==> config.mk <==
export PLATFORM = sky130hd
export DESIGN_NAME = spi_burst_ctrl_flat
export DESIGN_NICKNAME = d
export VERILOG_FILES = /design/src/rtl/spi_burst_ctrl_if.sv /design/src/rtl/spi_burst_ctrl.sv /design/src/flat_wrapper.sv
export SDC_FILE = /design/constraint.sdc
export NUM_CORES = 1
export LEC_CHECK = 0
export CORE_MARGIN = 10
export CORE_UTILIZATION = 52
export CTS_CLUSTER_DIAMETER = 50
export DETAILED_ROUTE_END_ITERATION = 16
export PLACE_DENSITY_LB_ADDON = 0.25
export SYNTH_ARGS = -nofsm -noshare
export SYNTH_HDL_FRONTEND = slang
export SYNTH_SLANG_ARGS = --single-unit
==> constraint.sdc <==
create_clock -name clk -period 3.71 [get_ports clk]
set_clock_uncertainty 0.1 [all_clocks]
set_input_delay 1.113 -clock clk [delete_from_list [all_inputs] [get_ports clk]]
set_output_delay 1.113 -clock clk [all_outputs]
set_load 0.02 [all_outputs]
==> src/rtl/spi_burst_ctrl_if.sv <==
// Byte-engine link between spi_burst_ctrl (master modport) and the spi_m
// SPI master byte engine (slave modport).
`timescale 1ns/1ps
interface spi_burst_ctrl_if;
   logic        spi_start;
   logic [7:0]  spi_din;
   logic [15:0] spi_dvsr;
   logic        spi_cpol;
   logic        spi_cpha;
   logic        spi_ready;
   logic        spi_done;
   logic [7:0]  spi_dout;

   modport master (
      output spi_start, spi_din, spi_dvsr, spi_cpol, spi_cpha,
      input  spi_ready, spi_done, spi_dout
   );

   modport slave (
      input  spi_start, spi_din, spi_dvsr, spi_cpol, spi_cpha,
      output spi_ready, spi_done, spi_dout
   );
endinterface

==> src/rtl/spi_burst_ctrl.sv <==
// Burst controller in front of spi_m: TX/RX FIFOs, byte sequencing, framed cs_n.
// Optional SPI_BURST_IRQ_EN adds a sticky irq output with an irq_clr input.
`timescale 1ns/1ps
module spi_burst_ctrl #(
   parameter int FIFO_DEPTH = 16,
   parameter int CS_SETUP   = 2,
   parameter int CS_HOLD    = 2,
   parameter int BYTE_GAP   = 0
) (
   input  logic        clk,
   input  logic        rst,
   input  logic        wr_en,
   input  logic [7:0]  wr_data,
   input  logic        rd_en,
   output logic [7:0]  rd_data,
   input  logic        go,
   input  logic [7:0]  len,
   input  logic        cfg_cpol,
   input  logic        cfg_cpha,
   input  logic [15:0] cfg_dvsr,
   output logic        busy,
   output logic        burst_done,
   output logic        tx_full,
   output logic        tx_empty,
   output logic        rx_full,
   output logic        rx_empty,
   output logic        rx_ovf,
   output logic        cs_n,
`ifdef SPI_BURST_IRQ_EN
   output logic        irq,
   input  logic        irq_clr,
`endif
   spi_burst_ctrl_if.master spi
);

   localparam int AW = $clog2(FIFO_DEPTH);
   localparam logic [AW:0] PTR_ONE    = (AW+1)'(1);
   // The last SETUP/HOLD/GAP cycle is the one that acts, so loads are one short.
   localparam logic [15:0] SETUP_LOAD = 16'(CS_SETUP - 1);
   localparam logic [15:0] HOLD_LOAD  = 16'(CS_HOLD - 1);
   localparam logic [15:0] GAP_LOAD   = (BYTE_GAP == 0) ? 16'd0 : 16'(BYTE_GAP - 1);

   typedef enum logic [2:0] {IDLE, SETUP, LAUNCH, WAIT, GAP, HOLD} state_t;

   state_t      state_reg, state_next;
   logic [15:0] dly_reg, dly_next;
   logic [8:0]  cnt_reg, cnt_next;
   logic        cs_n_reg, cs_n_next;
   logic        busy_reg, busy_next;
   logic        burst_done_reg, burst_done_next;
   logic        start_reg, start_next;
   logic [7:0]  din_reg, din_next;
   logic [15:0] dvsr_reg, dvsr_next;
   logic        cpol_reg, cpol_next;
   logic        cpha_reg, cpha_next;
   logic        rx_ovf_reg;

   logic [7:0]  tx_mem [FIFO_DEPTH];
   logic [7:0]  rx_mem [FIFO_DEPTH];
   logic [AW:0] tx_wr_ptr_reg, tx_rd_ptr_reg;
   logic [AW:0] rx_wr_ptr_reg, rx_rd_ptr_reg;

   logic fire, launch_ok, tx_pop, tx_push;
   logic rx_push_req, rx_push, rx_pop, rx_drop;

   assign tx_empty = (tx_wr_ptr_reg == tx_rd_ptr_reg);
   assign tx_full  = (tx_wr_ptr_reg[AW] != tx_rd_ptr_reg[AW]) &&
                     (tx_wr_ptr_reg[AW-1:0] == tx_rd_ptr_reg[AW-1:0]);
   assign rx_empty = (rx_wr_ptr_reg == rx_rd_ptr_reg);
   assign rx_full  = (rx_wr_ptr_reg[AW] != rx_rd_ptr_reg[AW]) &&
                     (rx_wr_ptr_reg[AW-1:0] == rx_rd_ptr_reg[AW-1:0]);
   assign rd_data  = rx_mem[rx_rd_ptr_reg[AW-1:0]];

   assign tx_push  = wr_en && !tx_full;
   assign rx_pop   = rd_en && !rx_empty;
   // A full RX still accepts a byte when the host pops in the same cycle.
   assign rx_push  = rx_push_req && (!rx_full || rd_en);
   assign rx_drop  = rx_push_req && rx_full && !rd_en;
   assign launch_ok = spi.spi_ready && !tx_empty;

   always_comb begin
      state_next      = state_reg;
      dly_next        = dly_reg;
      cnt_next        = cnt_reg;
      cs_n_next       = cs_n_reg;
      busy_next       = busy_reg;
      burst_done_next = 1'b0;
      start_next      = 1'b0;
      din_next        = din_reg;
      dvsr_next       = dvsr_reg;
      cpol_next       = cpol_reg;
      cpha_next       = cpha_reg;
      fire            = 1'b0;
      tx_pop          = 1'b0;
      rx_push_req     = 1'b0;

      case (state_reg)
         IDLE: begin
            if (go) begin
               state_next = SETUP;
               cs_n_next  = 1'b0;
               busy_next  = 1'b1;
               cnt_next   = (len == 8'd0) ? 9'd256 : {1'b0, len};
               dly_next   = SETUP_LOAD;
               dvsr_next  = cfg_dvsr;
               cpol_next  = cfg_cpol;
               cpha_next  = cfg_cpha;
            end
         end
         SETUP: begin
            if (dly_reg != 16'd0) begin
               dly_next = dly_reg - 16'd1;
            end else if (launch_ok) begin
               fire = 1'b1;
            end else begin
               state_next = LAUNCH;
            end
         end
         LAUNCH: begin
            if (launch_ok) begin
               fire = 1'b1;
            end
         end
         WAIT: begin
            if (spi.spi_done) begin
               rx_push_req = 1'b1;
               cnt_next    = cnt_reg - 9'd1;
               if (cnt_reg == 9'd1) begin
                  state_next = HOLD;
                  dly_next   = HOLD_LOAD;
               end else begin
                  state_next = GAP;
                  dly_next   = GAP_LOAD;
               end
            end
         end
         GAP: begin
            if (dly_reg != 16'd0) begin
               dly_next = dly_reg - 16'd1;
            end else begin
               state_next = LAUNCH;
            end
         end
         HOLD: begin
            if (dly_reg != 16'd0) begin
               dly_next = dly_reg - 16'd1;
            end else begin
               state_next      = IDLE;
               cs_n_next       = 1'b1;
               busy_next       = 1'b0;
               burst_done_next = 1'b1;
            end
         end
         default: state_next = IDLE;
      endcase

      if (fire) begin
         state_next = WAIT;
         start_next = 1'b1;
         din_next   = tx_mem[tx_rd_ptr_reg[AW-1:0]];
         tx_pop     = 1'b1;
      end
   end

   always_ff @(posedge clk or posedge rst) begin
      if (rst) begin
         state_reg      <= IDLE;
         dly_reg        <= '0;
         cnt_reg        <= '0;
         cs_n_reg       <= 1'b1;
         busy_reg       <= 1'b0;
         burst_done_reg <= 1'b0;
         start_reg      <= 1'b0;
         din_reg        <= '0;
         dvsr_reg       <= '0;
         cpol_reg       <= 1'b0;
         cpha_reg       <= 1'b0;
      end else begin
         state_reg      <= state_next;
         dly_reg        <= dly_next;
         cnt_reg        <= cnt_next;
         cs_n_reg       <= cs_n_next;
         busy_reg       <= busy_next;
         burst_done_reg <= burst_done_next;
         start_reg      <= start_next;
         din_reg        <= din_next;
         dvsr_reg       <= dvsr_next;
         cpol_reg       <= cpol_next;
         cpha_reg       <= cpha_next;
      end
   end

   always_ff @(posedge clk or posedge rst) begin
      if (rst) begin
         tx_wr_ptr_reg <= '0;
         tx_rd_ptr_reg <= '0;
         rx_wr_ptr_reg <= '0;
         rx_rd_ptr_reg <= '0;
         rx_ovf_reg    <= 1'b0;
      end else begin
         if (tx_push) tx_wr_ptr_reg <= tx_wr_ptr_reg + PTR_ONE;
         if (tx_pop)  tx_rd_ptr_reg <= tx_rd_ptr_reg + PTR_ONE;
         if (rx_push) rx_wr_ptr_reg <= rx_wr_ptr_reg + PTR_ONE;
         if (rx_pop)  rx_rd_ptr_reg <= rx_rd_ptr_reg + PTR_ONE;
         if (rx_drop) rx_ovf_reg    <= 1'b1;
      end
   end

   // Storage is not reset; emptiness comes from the pointers alone.
   always_ff @(posedge clk) begin
      if (tx_push) tx_mem[tx_wr_ptr_reg[AW-1:0]] <= wr_data;
      if (rx_push) rx_mem[rx_wr_ptr_reg[AW-1:0]] <= spi.spi_dout;
   end

`ifdef SPI_BURST_IRQ_EN
   logic irq_reg;

   always_ff @(posedge clk or posedge rst) begin
      if (rst) begin
         irq_reg <= 1'b0;
      end else if (burst_done_next || rx_drop) begin
         irq_reg <= 1'b1;
      end else if (irq_clr) begin
         irq_reg <= 1'b0;
      end
   end

   assign irq = irq_reg;
`endif

   assign cs_n          = cs_n_reg;
   assign busy          = busy_reg;
   assign burst_done    = burst_done_reg;
   assign rx_ovf        = rx_ovf_reg;
   assign spi.spi_start = start_reg;
   assign spi.spi_din   = din_reg;
   assign spi.spi_dvsr  = dvsr_reg;
   assign spi.spi_cpol  = cpol_reg;
   assign spi.spi_cpha  = cpha_reg;

endmodule
==> src/flat_wrapper.sv <==
// flat-port wrapper written by rule: the top's interface ports become plain ports
module spi_burst_ctrl_flat 
#(
   parameter int FIFO_DEPTH = 16,
   parameter int CS_SETUP   = 2,
   parameter int CS_HOLD    = 2,
   parameter int BYTE_GAP   = 0
)
  (clk, rst, wr_en, wr_data, rd_en, rd_data, go, len, cfg_cpol, cfg_cpha, cfg_dvsr, busy, burst_done, tx_full, tx_empty, rx_full, rx_empty, rx_ovf, cs_n, spi_spi_start, spi_spi_din, spi_spi_dvsr, spi_spi_cpol, spi_spi_cpha, spi_spi_ready, spi_spi_done, spi_spi_dout);
  spi_burst_ctrl_if spi_i ();
  input  logic clk;
  input  logic rst;
  input  logic wr_en;
  input  logic [7:0] wr_data;
  input  logic rd_en;
  output logic [7:0] rd_data;
  input  logic go;
  input  logic [7:0] len;
  input  logic cfg_cpol;
  input  logic cfg_cpha;
  input  logic [15:0] cfg_dvsr;
  output logic busy;
  output logic burst_done;
  output logic tx_full;
  output logic tx_empty;
  output logic rx_full;
  output logic rx_empty;
  output logic rx_ovf;
  output logic cs_n;
  output wire logic [$bits(spi_i.spi_start)-1:0] spi_spi_start;
  output wire logic [$bits(spi_i.spi_din)-1:0] spi_spi_din;
  output wire logic [$bits(spi_i.spi_dvsr)-1:0] spi_spi_dvsr;
  output wire logic [$bits(spi_i.spi_cpol)-1:0] spi_spi_cpol;
  output wire logic [$bits(spi_i.spi_cpha)-1:0] spi_spi_cpha;
  input wire logic [$bits(spi_i.spi_ready)-1:0] spi_spi_ready;
  input wire logic [$bits(spi_i.spi_done)-1:0] spi_spi_done;
  input wire logic [$bits(spi_i.spi_dout)-1:0] spi_spi_dout;
  assign spi_spi_start = spi_i.spi_start;
  assign spi_spi_din = spi_i.spi_din;
  assign spi_spi_dvsr = spi_i.spi_dvsr;
  assign spi_spi_cpol = spi_i.spi_cpol;
  assign spi_spi_cpha = spi_i.spi_cpha;
  assign spi_i.spi_ready = spi_spi_ready;
  assign spi_i.spi_done = spi_spi_done;
  assign spi_i.spi_dout = spi_spi_dout;
  spi_burst_ctrl #(.FIFO_DEPTH(FIFO_DEPTH), .CS_SETUP(CS_SETUP), .CS_HOLD(CS_HOLD), .BYTE_GAP(BYTE_GAP)) u_core (.clk(clk), .rst(rst), .wr_en(wr_en), .wr_data(wr_data), .rd_en(rd_en), .rd_data(rd_data), .go(go), .len(len), .cfg_cpol(cfg_cpol), .cfg_cpha(cfg_cpha), .cfg_dvsr(cfg_dvsr), .busy(busy), .burst_done(burst_done), .tx_full(tx_full), .tx_empty(tx_empty), .rx_full(rx_full), .rx_empty(rx_empty), .rx_ovf(rx_ovf), .cs_n(cs_n), .spi(spi_i));
endmodule
; After elaboration in Yosys (flattened, before gate mapping)
; Memory sizes are Yosys's and may differ from the RTL's. A register that Yosys moved wholly into a read port is not among the register bits.
; Index checks and enable logic that the tools add are counted.
[word_totals]
latch_bits = 0
ramBits = 256
reg_bits = 71
inputBits = 49
mem_bits_ro = 0
memories = 2
[memory_table]
columns = memory, words, width, read_ports, rd_ports_with_merged_regs, wr, line_no
row1 = u_core.rx_mem, 16, 8, 1, 0, 1, spi_burst_ctrl.sv:59  ; logic [7:0] rx_mem [FIFO_DEPTH];
row2 = u_core.tx_mem, 16, 8, 1, 1, 1, spi_burst_ctrl.sv:58  ; logic [7:0] tx_mem [FIFO_DEPTH];
[classes]
n_div = 0
eq_ne = 23
n_addsub = 6
n_mul = 0
order_cmp = 0
reduce_logical = 26
n_mux = 36
bitwise = 0
n_shift = 0
[ops]
columns = cell, count
row1 = 16-bit two-way mux, 3
row2 = 16-bit one-hot mux with 3 select lines, 1
row3 = 9-bit two-way mux, 3
row4 = 3-bit two-way mux, 7
row5 = 5-bit by 1-bit adder with 5-bit output (second input constant), 4
row6 = 3-bit by 2-bit inequality test with 1-bit output (second input constant), 6
row7 = 3-bit one-hot mux with 6 select lines, 1
row8 = 9-bit one-hot mux with 2 select lines, 1
row9 = 1-bit two-way mux, 17
row10 = 16-bit nonzero test, 1
row11 = 16-bit by 1-bit subtractor with 16-bit output (second input constant), 1
row12 = 5-bit == test, 2
row13 = 9-bit by 1-bit == test with 1-bit output (second input constant), 1
row14 = 9-bit by 1-bit subtractor with 9-bit output (second input constant), 1
row15 = 4-bit == test, 2
row16 = 1-bit logical AND, 8
row17 = 8-bit logical NOT, 1
row18 = 7-bit AND reduction, 1
row19 = 3-bit by 2-bit == test with 1-bit output (second input constant), 2
row20 = 3-bit == test (second input constant), 2
row21 = 2-bit inequality test (second input constant), 3
row22 = 1-bit one-hot mux with 2 select lines, 3
row23 = 3-bit AND reduction, 2
row24 = 1-bit logical NOT, 5
row25 = other kinds (10), 13

; Longest topological paths before layout
[depth]
ltp_word = 8
depth_mapped = 8

; Least setup slack after synthesis
; OpenSTA, ideal clock, no wires.
[synth_path]
kind = register to output
from = reg u_core.rx_rd_ptr_reg[0]
to = out rd_data[0]
path_stages_with_launch = 5
required_time_ns = 2.497
slack_ns = 0.166
arrival_time_ns = 2.331
path_cell_list = dfrtp_1 clkbuf_1 buf_1 mux4_2 mux4_2
[synth_between]
elab_chain_len = 1
[synth_rtl]
columns = item, line_no
row1 = "start, declared", spi_burst_ctrl.sv:61  ; logic [AW:0] rx_wr_ptr_reg, rx_rd_ptr_reg;
row2 = "start signal, assigned", spi_burst_ctrl.sv:204  ; if (rx_pop) rx_rd_ptr_reg <= rx_rd_ptr_reg + PTR_ONE;
row3 = memory 16 x 8 bit, -
row4 = "end, declared", flat_wrapper.sv:16  ; output logic [7:0] rd_data;
; Every way passes these cells.

; Worst setup path in the final report
; Same ends and word-level chain as after synthesis.

==> tab_implementation.tex <==
\begin{tabular}{lr}
\hline
Metric & Value \\
\hline
\multicolumn{2}{l}{\textbf{Logic synthesis}} \\
\quad Register bit total from synthesis & 335 \\
\quad Net count of the mapped netlist & 851 \\
\quad Most instantiated library cell after synthesis & sky130\_fd\_sc\_hd\_\_edfxtp\_1 \\
\quad Synthesized instance count & 788 \\
\quad Yosys warnings & 0 \\
\quad Cell variety after synth & 60 \\
\quad Sequential cell area fraction in the yosys report & 0.699 \\
\quad Dominant cell type by area after synthesis & sky130\_fd\_sc\_hd\_\_edfxtp\_1 \\
\quad EDFF count, synth & 256 \\
\quad Post-Synthesis Mean Instance Area & 17.5 um2 \\
\quad Top-area cell type share of the netlist area & 0.556 \\
\quad Most frequent cells after synthesis & 256 x sky130\_fd\_sc\_hd\_\_edfxtp\_1, 78 x sky130\_fd\_sc\_hd\_\_dfrtp\_1, 72 x sky130\_fd\_sc\_hd\_\_mux4\_2 \\
\quad Combined area of all synthesized cells & 13,800 um2 \\
\quad Largest cells by area after synthesis & sky130\_fd\_sc\_hd\_\_edfxtp\_1 56\%, sky130\_fd\_sc\_hd\_\_dfrtp\_1 14\%, sky130\_fd\_sc\_hd\_\_mux4\_2 12\% \\
\quad Synth async-reset ratio & 0.236 \\
\quad Primary FF master, synth & sky130\_fd\_sc\_hd\_\_edfxtp\_1 \\
\multicolumn{2}{l}{\textbf{Clock network}} \\
\quad CTS H-tree lvls & 2 \\
\quad Insertion delay of the later-clocked pin in the worst-skew pair & 0.53 ns \\
\quad Clock sink total & 335 \\
\quad Number of clock buffers inserted by TritonCTS & 37 \\
\quad Clock root buffer & sky130\_fd\_sc\_hd\_\_clkbuf\_16 \\
\quad Clock tree from TritonCTS & done \\
\quad Post-CTS Hold Buffers & 0 \\
\quad Max Buffers Root-to-Sink & 3 \\
\quad Clock-pin transition on the worst setup and hold timing paths & 0.06 ns \\
\multicolumn{2}{l}{\textbf{Timing}} \\
\quad Worst hold-check slack & 0.374 ns \\
\quad Tmin final & 3.70 ns \\
\quad Total count of hold-check failures in the final report & 0 \\
\quad Number of setup violations in the final report & 0 \\
\quad Max Fclk & 270 MHz \\
\quad Worst slew margin & 0.308 \\
\quad Number of max-slew violations in the final report & 0 \\
\quad Period utilization & 0.998 \\
\quad Unrepaired setup endpoints after global routing & true \\
\quad Worst Max-Slew Pin Slew & 1.04 ns \\
\multicolumn{2}{l}{\textbf{Setup path}} \\
\quad Worst-case register-to-register setup slack & 0.67 ns \\
\quad Critical Path Sink Type & output port \\
\quad Slowest stage delay, CP & 0.52 ns \\
\quad Kind of cell adding the most delay to the critical path & multiplexers \\
\quad Maximum fanout encountered on the critical timing path & 8 \\
\quad Required time of the critical path & 2.50 ns \\
\quad Startpoint Class & flop \\
\quad Crit-path most repeated cell & sky130\_fd\_sc\_hd\_\_mux4\_2 \\
\quad Arr. time, crit path & 2.49 ns \\
\quad Buffer and inverter count on the worst path & 2 \\
\quad Worst setup path start & u\_core.rx\_rd\_ptr\_reg[0]\$\_DFFE\_PP0P\_ \\
\quad FF-to-FF Start & u\_core.dly\_reg[0]\$\_DFFE\_PP0P\_ \\
\quad Cells along the critical path & buf\_8, mux4\_2, mux4\_2, dlygate4sd2\_1 \\
\quad Worst reg2reg path endpoint & u\_core.spi.spi\_din[0]\$\_DFFE\_PP0P\_ \\
\quad Classification of the worst setup path & flop to output port \\
\quad Slowest stage cell on the critical path & sky130\_fd\_sc\_hd\_\_mux4\_2 \\
\quad Length in cells of the worst reg-to-reg path & 8 \\
\multicolumn{2}{l}{\textbf{Routing}} \\
\quad Remaining antenna violation count after routing & 0 \\
\quad Metal3 WL & 1.45 mm \\
\quad Highest routed layer & met4 \\
\quad DRC violation total after the first TritonRoute iteration & 559 \\
\quad Drt drc & 0 \\
\quad Routed Wire Length & 29.7 mm \\
\quad First-pass iteration count of the detailed router & 5 \\
\quad Detail-routed via count per cell & 5.97 \\
\quad DRT met1 WL & 11.9 mm \\
\quad Total length of routed met2 wires & 15.7 mm \\
\quad Routed wirelength normalized by instance count & 23.3 um \\
\quad Via Count & 7,600 \\
\multicolumn{2}{l}{\textbf{Global route}} \\
\quad Global-route usage over all layers & 0.176 \\
\quad Global-route wire length before repair & 45.8 mm \\
\quad Number of global-route vias before repair & 7,946 \\
\quad Maximum number of pins on one net before global-route repair & 41 \\
\quad Initial antenna violation count & 0 \\
\quad Total overflow reported by the global router & 0 \\
\multicolumn{2}{l}{\textbf{Power}} \\
\quad Pwr dens & 746 nW/um2 \\
\quad Peak supply drop & 0.456 mV \\
\quad Reported leakage power & 5.89 nW \\
\multicolumn{2}{l}{\textbf{Placement}} \\
\quad Gpl congestion & 0.820 \\
\quad Placed wire-length estimate after detailed placement & 18.8 mm \\
\quad Buffers added on ports & 91 \\
\quad Placement-stage cell area & 15,200 um2 \\
\multicolumn{2}{l}{\textbf{Worst hold path}} \\
\quad Worst Hold Class & flop to flop \\
\quad Hold worst-path end & u\_core.cs\_n\$\_DFFE\_PP1P\_ \\
\quad Hold depth & 2 \\
\quad Start point of the worst hold path & u\_core.cs\_n\$\_DFFE\_PP1P\_ \\
\multicolumn{2}{l}{\textbf{Final layout}} \\
\quad Final instance area & 16,600 um2 \\
\quad Post-layout net count & 972 \\
\quad Fraction of final layout cells sized beyond drive strength 1 & 0.226 \\
\quad Area added between synthesis and finish & 19.8\% \\
\quad Diodes inserted & 0 \\
\multicolumn{2}{l}{\textbf{Floorplanning}} \\
\quad Die Width & 183 um \\
\quad Vertical extent of the die & 183 um \\
\quad Full die area & 33,500 um2 \\
\quad Number of I/O pins & 92 \\
\quad Core area & 26,100 um2 \\
\quad Starting Density & 0.529 \\
\quad Number of placement rows & 59 \\
\multicolumn{2}{l}{\textbf{Status}} \\
\quad Outcome & finished clean \\
\multicolumn{2}{l}{\textbf{Job}} \\
\quad Number of max-cap violations & 0 \\
\hline
\end{tabular}
==> stage by stage <==
stage	total power, mW	std cells	setup slack (ns)	utilization	setup TNS, ns
after global routing	12.9	1273	-0.0346	0.634	-0.0768
after CTS	12.4	1272	-0.0151	0.632	-0.0306
after floorplan	7.30	788	0.166	-	0
final	12.3	1273	0.00605	0.634	0
after detailed placement	8.55	1201	0.180	0.582	0
after global placement	8.38	1201	0.222	0.582	0
==> how the worst max path moves through the flow <==
stage,to,slack [ns],depth (start not counted)
after CTS,rd_data[7],-0.02,4
after global routing,rd_data[0],-0.03,4
after floorplan,rd_data[0],0.17,4
final,rd_data[0],0.006,4
after global placement,rd_data[3],0.22,4
after detailed placement,rd_data[1],0.18,4
==> power by group <==
| part | internal (mW) | leakage [nW] | switching [mW] | total (mW) |
|---|---|---|---|---|
| Clock | 2.32 | 0.620 | 1.48 | 3.80 |
| Sequential | 4.56 | 3.28 | 0.393 | 4.95 |
| Combinational | 1.80 | 1.99 | 1.79 | 3.60 |
==> cell type report <==
type | instances | area, um2
Sequential cell | 335 | 9670
Tap cell | 335 | 419
Inverter | 14 | 53.8
Clock buffer | 45 | 976
Multi-Input combinational cell | 398 | 3940
Timing Repair Buffer | 123 | 1200
Fill cell | 1815 | 9580
Clock inverter | 23 | 304
==> layer usage <==
layer	up-vias	track usage
met5	-	0
met4	0	0.0541
met1	3923	0.221
met2	237	0.307
met3	60	0.0283
li1	3380	-
==> layout by cell type (no fill, tap or decap), types with 25 or more instances in the layout <==
cell type                         synthesis  final
sky130_fd_sc_hd__a21oi_1                 34     34
sky130_fd_sc_hd__and3_1                  31     31
sky130_fd_sc_hd__buf_4                    1     26
sky130_fd_sc_hd__clkbuf_16                0     38
sky130_fd_sc_hd__clkdlybuf4s50_1          0     82
sky130_fd_sc_hd__dfrtp_1                 78     76
sky130_fd_sc_hd__edfxtp_1               256    256
sky130_fd_sc_hd__mux2_2                  28     28
sky130_fd_sc_hd__mux4_2                  72     72
sky130_fd_sc_hd__nand2_1                 25     25
==> cells by family (layout without fill, tap and decap cells) <==
kind of cell,count (synthesis),in the layout,synth area share
and+or+nand+nor,154,154,0.0653
buffers and inverters,55,205,0.0170
adders and majority gates,14,14,0.0127
DFF,335,335,0.699
AOI/OAI and AO/OA,95,95,0.0429
muxes,106,106,0.144
xor gates and xnor gates,29,29,0.0184
==> tightest hold or removal path, cell delays in order, from the launching register on <==
cell and delay (ns):
sky130_fd_sc_hd__dfstp_2 0.37, sky130_fd_sc_hd__inv_1 0.05, sky130_fd_sc_hd__a21oi_1 0.05
==> what timing repair did <==
action	CTS	global route
gates resized for setup	27	9
pin swaps	1	0
setup endpoints to repair	10	8
setup buffers	2	0
cloned	1	1
No activity file was read; power rests on OpenSTA's default activity.
